`src/rtl/lc3b_types.sv`:
```
// -----------------------------------------------------------------------------
// lc3b_types
// Shared types and helpers for the MEM-stage access controller.
//   mac_state_t : controller state encoding (IDLE, PTR, DATA, DONE)
//   mask_w()    : number of byte lanes in a data word
//   ofs_w()     : width of the byte offset inside a data word
// No ports (package).
// -----------------------------------------------------------------------------
package lc3b_types;

    typedef enum logic [1:0] {
        IDLE = 2'd0,
        PTR  = 2'd1,
        DATA = 2'd2,
        DONE = 2'd3
    } mac_state_t;

    function automatic int mask_w(input int width);
        return width / 8;
    endfunction

    function automatic int ofs_w(input int width);
        return $clog2(width / 8);
    endfunction

endpackage

```
`src/rtl/mem_access_ctrl_if.sv`:
```
// -----------------------------------------------------------------------------
// mem_access_ctrl_if
// Bundles the pipeline-side request/response signals and the D-cache bus of the
// MEM-stage access controller.
//   Pipeline side : req_read, req_write, req_indirect, req_byte, req_addr,
//                   req_wdata, flush (to controller); stall, rdata (from it)
//   D-cache side  : mem_address, mem_read, mem_write, mem_byte_enable,
//                   mem_wdata (from controller); mem_rdata, mem_resp (to it)
//   misalign      : present only when MEM_ACCESS_CTRL_MISALIGN_TRAP_EN is defined
// Modports: slave = the controller, master = the surrounding pipeline/cache.
// -----------------------------------------------------------------------------
interface mem_access_ctrl_if #(
    parameter int WIDTH  = 16,
    parameter int ADDR_W = 16
);
    import lc3b_types::*;

    localparam int MASK_W = mask_w(WIDTH);

    logic              req_read;
    logic              req_write;
    logic              req_indirect;
    logic              req_byte;
    logic [ADDR_W-1:0] req_addr;
    logic [WIDTH-1:0]  req_wdata;
    logic              flush;
    logic              stall;
    logic [WIDTH-1:0]  rdata;
`ifdef MEM_ACCESS_CTRL_MISALIGN_TRAP_EN
    logic              misalign;
`endif
    logic [ADDR_W-1:0] mem_address;
    logic              mem_read;
    logic              mem_write;
    logic [MASK_W-1:0] mem_byte_enable;
    logic [WIDTH-1:0]  mem_wdata;
    logic [WIDTH-1:0]  mem_rdata;
    logic              mem_resp;

    modport slave (
        input  req_read, req_write, req_indirect, req_byte, req_addr, req_wdata, flush,
        output stall, rdata,
`ifdef MEM_ACCESS_CTRL_MISALIGN_TRAP_EN
        output misalign,
`endif
        output mem_address, mem_read, mem_write, mem_byte_enable, mem_wdata,
        input  mem_rdata, mem_resp
    );

    modport master (
        output req_read, req_write, req_indirect, req_byte, req_addr, req_wdata, flush,
        input  stall, rdata,
`ifdef MEM_ACCESS_CTRL_MISALIGN_TRAP_EN
        input  misalign,
`endif
        input  mem_address, mem_read, mem_write, mem_byte_enable, mem_wdata,
        output mem_rdata, mem_resp
    );

endinterface

```
`src/rtl/byte_lane.sv`:
```
// -----------------------------------------------------------------------------
// byte_lane
// Byte-lane steering between the pipeline and the D-cache.
//   ofs_i       : byte offset within the word (low address bits)
//   byte_i      : 1 = byte access, 0 = word access
//   active_i    : a cache strobe is asserted this cycle (mask is 0 otherwise)
//   wdata_i     : store data from the pipeline
//   mem_rdata_i : read data from the D-cache
//   mask_o      : byte enables (one-hot for bytes, all ones for words)
//   mem_wdata_o : store data with the low byte replicated to every lane for bytes
//   rdata_o     : load data, selected byte zero-extended for byte loads
// -----------------------------------------------------------------------------
module byte_lane
    import lc3b_types::*;
#(
    parameter  int WIDTH  = 16,
    localparam int MASK_W = mask_w(WIDTH),
    localparam int OFS_W  = ofs_w(WIDTH)
) (
    input  logic [OFS_W-1:0]  ofs_i,
    input  logic              byte_i,
    input  logic              active_i,
    input  logic [WIDTH-1:0]  wdata_i,
    input  logic [WIDTH-1:0]  mem_rdata_i,
    output logic [MASK_W-1:0] mask_o,
    output logic [WIDTH-1:0]  mem_wdata_o,
    output logic [WIDTH-1:0]  rdata_o
);

    always_comb begin
        mask_o = '0;
        if (active_i) begin
            mask_o = byte_i ? (MASK_W'(1) << ofs_i) : '1;
        end
    end

    // The cache picks the lane from the byte enable, so every lane carries the byte.
    assign mem_wdata_o = byte_i ? {MASK_W{wdata_i[7:0]}} : wdata_i;

    always_comb begin
        rdata_o = mem_rdata_i;
        if (byte_i) begin
            rdata_o = {{(WIDTH-8){1'b0}}, mem_rdata_i[{ofs_i, 3'b000} +: 8]};
        end
    end

endmodule

```
`src/rtl/mem_access_ctrl.sv`:
```
// -----------------------------------------------------------------------------
// mem_access_ctrl
// MEM-stage load/store controller: turns one pipeline request (direct or through
// a pointer, byte or word) into one or two D-cache transactions and stalls the
// pipeline until the result is ready.
//   clk   : single clock, rising edge
//   reset : asynchronous, active-high
//   bus   : mem_access_ctrl_if.slave (pipeline request/response + D-cache bus)
// Optional feature: define MEM_ACCESS_CTRL_MISALIGN_TRAP_EN to trap misaligned
// word accesses (no cache access, one-cycle misalign pulse). Without it the low
// address bits of word accesses are forced to zero.
// -----------------------------------------------------------------------------
module mem_access_ctrl
    import lc3b_types::*;
#(
    parameter int WIDTH  = 16,
    parameter int ADDR_W = 16
) (
    input  logic clk,
    input  logic reset,
    mem_access_ctrl_if.slave bus
);

    localparam int OFS_W = ofs_w(WIDTH);

    mac_state_t        state_q;
    logic              read_q, write_q, ind_q, byte_q, abort_q;
    logic              mem_read_q, mem_write_q;
    logic [ADDR_W-1:0] addr_q, ptr_q;
    logic [WIDTH-1:0]  wdata_q, rdata_q;
`ifdef MEM_ACCESS_CTRL_MISALIGN_TRAP_EN
    logic              misalign_q;
`endif

    logic [ADDR_W-1:0] eff_addr;
    logic              word_acc;
    logic [WIDTH-1:0]  lane_rdata;

    function automatic logic [ADDR_W-1:0] word_align(input logic [ADDR_W-1:0] a);
        logic [ADDR_W-1:0] r;
        r = a;
        r[OFS_W-1:0] = '0;
        return r;
    endfunction

`ifdef MEM_ACCESS_CTRL_MISALIGN_TRAP_EN
    function automatic logic is_misaligned(input logic [ADDR_W-1:0] a);
        return |a[OFS_W-1:0];
    endfunction
`endif

    // Request fields are captured in IDLE, so later changes on req_* cannot
    // disturb a transaction already in flight. A flush only sets abort_q; the
    // cache strobe stays up until its response so no cache request is orphaned.
    always_ff @(posedge clk or posedge reset) begin
        if (reset) begin
            state_q     <= IDLE;
            read_q      <= 1'b0;
            write_q     <= 1'b0;
            ind_q       <= 1'b0;
            byte_q      <= 1'b0;
            abort_q     <= 1'b0;
            mem_read_q  <= 1'b0;
            mem_write_q <= 1'b0;
            addr_q      <= '0;
            ptr_q       <= '0;
            wdata_q     <= '0;
            rdata_q     <= '0;
`ifdef MEM_ACCESS_CTRL_MISALIGN_TRAP_EN
            misalign_q  <= 1'b0;
`endif
        end else begin
            case (state_q)
                IDLE: begin
                    if ((bus.req_read | bus.req_write) & ~bus.flush) begin
                        read_q  <= bus.req_read;
                        write_q <= bus.req_write;
                        ind_q   <= bus.req_indirect;
                        byte_q  <= bus.req_byte;
                        addr_q  <= bus.req_addr;
                        wdata_q <= bus.req_wdata;
                        abort_q <= 1'b0;
                        if (bus.req_indirect) begin
                            state_q    <= PTR;
                            mem_read_q <= 1'b1;
                        end
`ifdef MEM_ACCESS_CTRL_MISALIGN_TRAP_EN
                        else if (!bus.req_byte && is_misaligned(bus.req_addr)) begin
                            state_q    <= DONE;
                            misalign_q <= 1'b1;
                        end
`endif
                        else begin
                            state_q     <= DATA;
                            mem_read_q  <= bus.req_read;
                            mem_write_q <= bus.req_write;
                        end
                    end
                end
                PTR: begin
                    if (bus.flush) abort_q <= 1'b1;
                    if (bus.mem_resp) begin
                        ptr_q      <= bus.mem_rdata[ADDR_W-1:0];
                        mem_read_q <= 1'b0;
                        if (abort_q | bus.flush) begin
                            state_q <= IDLE;
                            abort_q <= 1'b0;
                        end
`ifdef MEM_ACCESS_CTRL_MISALIGN_TRAP_EN
                        else if (!byte_q && is_misaligned(bus.mem_rdata[ADDR_W-1:0])) begin
                            state_q    <= DONE;
                            misalign_q <= 1'b1;
                        end
`endif
                        else begin
                            state_q     <= DATA;
                            mem_read_q  <= read_q;
                            mem_write_q <= write_q;
                        end
                    end
                end
                DATA: begin
                    if (bus.flush) abort_q <= 1'b1;
                    if (bus.mem_resp) begin
                        mem_read_q  <= 1'b0;
                        mem_write_q <= 1'b0;
                        if (abort_q | bus.flush) begin
                            state_q <= IDLE;
                            abort_q <= 1'b0;
                        end else begin
                            state_q <= DONE;
                            if (read_q) rdata_q <= lane_rdata;
                        end
                    end
                end
                DONE: begin
                    state_q <= IDLE;
`ifdef MEM_ACCESS_CTRL_MISALIGN_TRAP_EN
                    misalign_q <= 1'b0;
`endif
                end
                default: state_q <= IDLE;
            endcase
        end
    end

    // The pointer fetch is always a full word; only the DATA phase of a byte
    // access keeps the low address bits.
    always_comb begin
        eff_addr = (state_q == DATA && ind_q) ? ptr_q : addr_q;
        word_acc = (state_q != DATA) | ~byte_q;
    end

    byte_lane #(.WIDTH(WIDTH)) u_byte_lane (
        .ofs_i       (eff_addr[OFS_W-1:0]),
        .byte_i      (byte_q & (state_q == DATA)),
        .active_i    (mem_read_q | mem_write_q),
        .wdata_i     (wdata_q),
        .mem_rdata_i (bus.mem_rdata),
        .mask_o      (bus.mem_byte_enable),
        .mem_wdata_o (bus.mem_wdata),
        .rdata_o     (lane_rdata)
    );

    assign bus.mem_address = word_acc ? word_align(eff_addr) : eff_addr;
    assign bus.mem_read    = mem_read_q;
    assign bus.mem_write   = mem_write_q;
    assign bus.rdata       = rdata_q;
    assign bus.stall       = (bus.req_read | bus.req_write) & (state_q != DONE)
                             & ~bus.flush & ~reset;
`ifdef MEM_ACCESS_CTRL_MISALIGN_TRAP_EN
    assign bus.misalign    = misalign_q;
`endif

endmodule

```
`src/flat_wrapper.sv`:
```
// flat-port wrapper written by rule: the top's interface ports become plain ports
module mem_access_ctrl_flat import lc3b_types::*;
#(
    parameter int WIDTH  = 16,
    parameter int ADDR_W = 16
)
  (clk, reset, bus_req_read, bus_req_write, bus_req_indirect, bus_req_byte, bus_req_addr, bus_req_wdata, bus_flush, bus_stall, bus_rdata, bus_mem_address, bus_mem_read, bus_mem_write, bus_mem_byte_enable, bus_mem_wdata, bus_mem_rdata, bus_mem_resp);
  mem_access_ctrl_if #(.WIDTH(WIDTH), .ADDR_W(ADDR_W)) bus_i ();
  input  logic clk;
  input  logic reset;
  input wire logic [$bits(bus_i.req_read)-1:0] bus_req_read;
  input wire logic [$bits(bus_i.req_write)-1:0] bus_req_write;
  input wire logic [$bits(bus_i.req_indirect)-1:0] bus_req_indirect;
  input wire logic [$bits(bus_i.req_byte)-1:0] bus_req_byte;
  input wire logic [$bits(bus_i.req_addr)-1:0] bus_req_addr;
  input wire logic [$bits(bus_i.req_wdata)-1:0] bus_req_wdata;
  input wire logic [$bits(bus_i.flush)-1:0] bus_flush;
  output wire logic [$bits(bus_i.stall)-1:0] bus_stall;
  output wire logic [$bits(bus_i.rdata)-1:0] bus_rdata;
  output wire logic [$bits(bus_i.mem_address)-1:0] bus_mem_address;
  output wire logic [$bits(bus_i.mem_read)-1:0] bus_mem_read;
  output wire logic [$bits(bus_i.mem_write)-1:0] bus_mem_write;
  output wire logic [$bits(bus_i.mem_byte_enable)-1:0] bus_mem_byte_enable;
  output wire logic [$bits(bus_i.mem_wdata)-1:0] bus_mem_wdata;
  input wire logic [$bits(bus_i.mem_rdata)-1:0] bus_mem_rdata;
  input wire logic [$bits(bus_i.mem_resp)-1:0] bus_mem_resp;
  assign bus_i.req_read = bus_req_read;
  assign bus_i.req_write = bus_req_write;
  assign bus_i.req_indirect = bus_req_indirect;
  assign bus_i.req_byte = bus_req_byte;
  assign bus_i.req_addr = bus_req_addr;
  assign bus_i.req_wdata = bus_req_wdata;
  assign bus_i.flush = bus_flush;
  assign bus_stall = bus_i.stall;
  assign bus_rdata = bus_i.rdata;
  assign bus_mem_address = bus_i.mem_address;
  assign bus_mem_read = bus_i.mem_read;
  assign bus_mem_write = bus_i.mem_write;
  assign bus_mem_byte_enable = bus_i.mem_byte_enable;
  assign bus_mem_wdata = bus_i.mem_wdata;
  assign bus_i.mem_rdata = bus_mem_rdata;
  assign bus_i.mem_resp = bus_mem_resp;
  mem_access_ctrl #(.WIDTH(WIDTH), .ADDR_W(ADDR_W)) u_core (.clk(clk), .reset(reset), .bus(bus_i));
endmodule
```
`config.mk`:
```
export PLATFORM = sky130hd
export DESIGN_NAME = mem_access_ctrl_flat
export DESIGN_NICKNAME = d
export VERILOG_FILES = /design/src/rtl/lc3b_types.sv /design/src/rtl/mem_access_ctrl_if.sv /design/src/rtl/byte_lane.sv /design/src/rtl/mem_access_ctrl.sv /design/src/flat_wrapper.sv
export SDC_FILE = /design/constraint.sdc
export NUM_CORES = 1
export LEC_CHECK = 0
export CAP_MARGIN = 15
export CELL_PAD_IN_SITES_DETAIL_PLACEMENT = 2
export CELL_PAD_IN_SITES_GLOBAL_PLACEMENT = 2
export CORE_MARGIN = 8
export CORE_UTILIZATION = 25
export CTS_BUF_LIST = sky130_fd_sc_hd__clkbuf_4 sky130_fd_sc_hd__clkbuf_8
export CTS_CLUSTER_SIZE = 24
export DETAILED_ROUTE_END_ITERATION = 16
export GPL_TIMING_DRIVEN = 0
export PLACE_DENSITY = 0.69
export SETUP_SLACK_MARGIN = 0.4
export SLEW_MARGIN = 20
export SYNTH_ARGS = -nofsm -noshare
export SYNTH_HDL_FRONTEND = slang
export SYNTH_SLANG_ARGS = --single-unit
```
`constraint.sdc`:
```
create_clock -name clk -period 3 [get_ports clk]
set_input_delay 0.45 -clock clk [delete_from_list [all_inputs] [get_ports clk]]
set_output_delay 0.45 -clock clk [all_outputs]
set_load 0.02 [all_outputs]
```
==> metrics.md <==
| Metric | Value |
|---|---|
| Status | `finished clean` |
| Hold Crit Class | `input port to asynchronous set/reset pin` |
| R2R Path End | `u_core.bus.mem_write$_DFFE_PP0P_` |
| CTS clk-pin slew, worst paths | `0.08 ns` |
| Final Hold Viols | `0` |
| Crit Path Class | `flip-flop to primary output` |
| Distinct cell type count after synthesis | `35` |
| Critical Path Start Type | `flip-flop` |
| Synth Cell Area | `3465 um2` |
| WP data arrival | `1.95 ns` |
| RSZ-0062 raised after global routing | `false` |
| Setup Skew | `0.008836 ns` |
| Placer Congestion | `0.7684` |
| Clk buf depth | `2` |
| Final worst-path cycle share | `0.7998` |
| Slew headroom | `0.6598` |
| Dpl hpwl | `8229 um` |
| Critical-path cell list | `inv_1, ha_1, buf_6, nand2_8, mux2_2, dlygate4sd2_1` |
| Period minus WS final | `2.399 ns` |
| GRT Residual Overflow | `0` |
| Yosys synthesis warning count | `0` |
| Via Count | `2518` |
| Global-route wire length before repair | `17220 um` |
| WP data required | `2.55 ns` |
| Syn_area_per_cell | `13.07 um2` |
| Vias in the first global route | `2960` |
| Antenna-violating nets left | `0` |
| Port Buffers | `108` |
| Synth area leader | `dfrtp_1` |
| Sequential area share after synthesis | `0.5273` |
| H-tree level count | `3` |
| CTS Hold Buffers Added | `0` |
| NumNets Final | `448` |
| Clock sink count | `73` |
| Global-route total usage across every layer | `0.1257` |
| Area grow syn2layout | `44.93%` |
| P per Cell Area | `1106 nW/um2` |
| DR pass1 iterations | `3` |
| Setup TNS | `0 ns` |
| Layout cells sized above 1 | `0.3367` |
| Max IR drop VDD | `0.3675 mV` |
| FF-to-FF Start | `u_core.state_q[0]$_DFFE_PP0P_` |
| Worst Tran Pin Value | `0.5103 ns` |
| Antenna violations before repair | `1` |
| Root Driver | `clkbuf_8` |
| Effective utilization at floorplan | `0.2525` |
| Die height | `133.7 um` |
| Final total power | `0.005553 W` |
| Length in cells of the worst reg-to-reg path | `7` |
| Synth Register Bits | `73` |
| Endpoint type of the worst setup path | `primary output` |
| Mapped Cells | `265` |
| I/O pin cnt | `109` |
| Residual DRC | `0` |
| DIE AREA | `17880 um2` |
| Largest net degree at the start of global routing | `51` |
| Leakage power | `2.191 nW` |
| Wirelength per Cell | `18.72 um` |
| Via density | `4.402` |
| Fmax | `416.8 MHz` |
| Die width | `133.7 um` |
| Drt initial violations | `40` |
| Clock latency at the later pin of the worst-skew pair | `0.35 ns` |
| Final setup viols | `0` |
| Total CTS buffers | `9` |
| # rows | `43` |
| Crit path max fanout | `7` |
| Max_cap viols | `0` |
| CTS tree | `built` |
| Synthesized Nets | `326` |
| Top post-synthesis cells by area | `dfrtp_1 53%, mux2_2 23%, nand2_1 3.0%` |
| Post-Route WL | `10710 um` |
| Worst path max stage delay | `0.35 ns` |
| Slew Viols, Final | `0` |
| Core area | `13720 um2` |
| Yosys top cell area share | `0.5273` |
| Slowest CP cell | `dfrtp_1` |
| R2R setup slack | `1.11 ns` |
| Ant. Diodes | `0` |
[cells in the mapped netlist]
cell	count
nor3_1	3
mux2_2	71
nand2_1	28
o2bb2ai_4	1
ha_1	5
a2111oi_4	1
nor2_4	1
o21ai_0	11
dfrtp_1	73
nand2_4	1
nand2_2	1
buf_2	3
mux2_4	4
a31oi_1	2
a211oi_1	1
mux2i_1	10
a21oi_1	2
nand4_1	1
nand3_1	9
o41ai_1	1
mux2_1	1
and4_1	1
a22o_1	1
nor2b_1	2
nor4_1	1
o211ai_1	1
nor2_1	4
nor2_2	2
nand2b_1	1
buf_6	4
buf_4	8
o21bai_4	1
clkbuf_1	3
nor4b_1	1
inv_1	5
[how the worst max path moves through the flow]
stage	start	end	cells after the start	slack, ns
2_1_floorplan	reset	u_core.abort_q$_DFFE_PP0P_	1	0.70
3_3_place_gp	reset	u_core.bus.rdata[3]$_DFFE_PP0P_	2	-0.81
3_5_place_dp	u_core.state_q[0]$_DFFE_PP0P_	bus_mem_address[5]	7	0.01
4_1_cts	u_core.state_q[0]$_DFFE_PP0P_	bus_mem_address[5]	7	0.39
5_1_grt	u_core.state_q[0]$_DFFE_PP0P_	bus_mem_address[8]	7	0.47
6_report	u_core.state_q[0]$_DFFE_PP0P_	bus_mem_address[2]	6	0.60
[sequential cells by signal, indices dropped and copies added (netlist names)]
signal and flops:
u_core.abort_q 1, u_core.addr_q 16, u_core.bus.mem_read 1, u_core.bus.mem_write 1
u_core.bus.rdata 16, u_core.byte_q 1, u_core.ind_q 1, u_core.ptr_q 16
u_core.read_q 1, u_core.state_q 2, u_core.wdata_q 16, u_core.write_q 1
[stage by stage]
| step | util | cell area, um2 | instances | setup WS (ns) | hold WS, ns |
|---|---|---|---|---|---|
| after floorplan | - | 3465 | 265 | 0.6967 | 0.4736 |
| after global placement | 0.3477 | 4771 | 553 | -0.8088 | 0.4548 |
| after detailed placement | 0.3499 | 4801 | 554 | 0.01109 | 0.4658 |
| after CTS | 0.3696 | 5071 | 572 | 0.3916 | 0.4344 |
| after global routing | 0.3660 | 5021 | 572 | 0.4731 | 0.4533 |
| final | 0.3660 | 5021 | 572 | 0.6007 | 0.4507 |
[kinds of logic after synthesis]
logic type,synth area share
AND/OR/NAND/NOR,0.07801
multiplexers,0.2802
buffers and inverters,0.04334
flip-flops,0.5273
adder cells (fa/ha/maj),0.01806
AO/OA/AOI/OAI,0.05309
[critical path: cells and delay by family (launching register included)]
family                     cells  cell delay (ns)
DFF                            1             0.35
adders and majority gates      1             0.22
muxes                          1             0.35
and+or+nand+nor                1             0.11
buffers and inverters          3             0.57
[what timing repair did]
item | 4_1_cts | 5_1_grt
gates resized for setup | 41 | 26
setup buffers | 2 | 0
pin swaps | 1 | 0
gates cloned | 0 | 0
endpoints found under the setup margin | 26 | 14
[layout make-up]
cell class | count | area (um2)
Sequential cell | 73 | 1827
Clock inverter | 5 | 77.57
Timing Repair Buffer | 111 | 1045
Inverter | 5 | 21.27
Multi-Input combinational cell | 169 | 1518
Clock buffer | 11 | 151.4
Tap cell | 180 | 225.2
Fill cell | 1458 | 8698
Buffer | 18 | 156.4
[placed cells by master (no fill, tap or decap), drive strengths merged, types with 2 or more instances in the layout]
cell type,instances
nand3,9
nor2b,2
nor3,3
dfrtp,73
ha,5
clkinv,2
mux2,76
clkdlybuf4s50,81
nand2,30
mux2i,10
buf,19
dlygate4sd2,13
bufinv,2
nor2,7
inv,5
clkbuf,26
a21oi,2
o21ai,11
a31oi,2
[power by group]
part	switching [W]	internal, W	leakage (nW)
combinational	0.00143	0.00144	1.19
sequential	0.000304	0.00148	0.884
clock	0.000388	0.000511	0.115
total	0.00212	0.00343	2.19
[metal layers]
metal | GRT usage | up-vias | routed length [um]
met5 | 0 | - | 8
met1 | 0.1481 | 1263 | 4666
met4 | 0.04492 | 2 | 145
met3 | 0.03991 | 13 | 537
met2 | 0.2103 | 64 | 5347
li1 | - | 1176 | -
Power figures use the tool's default switching activity.
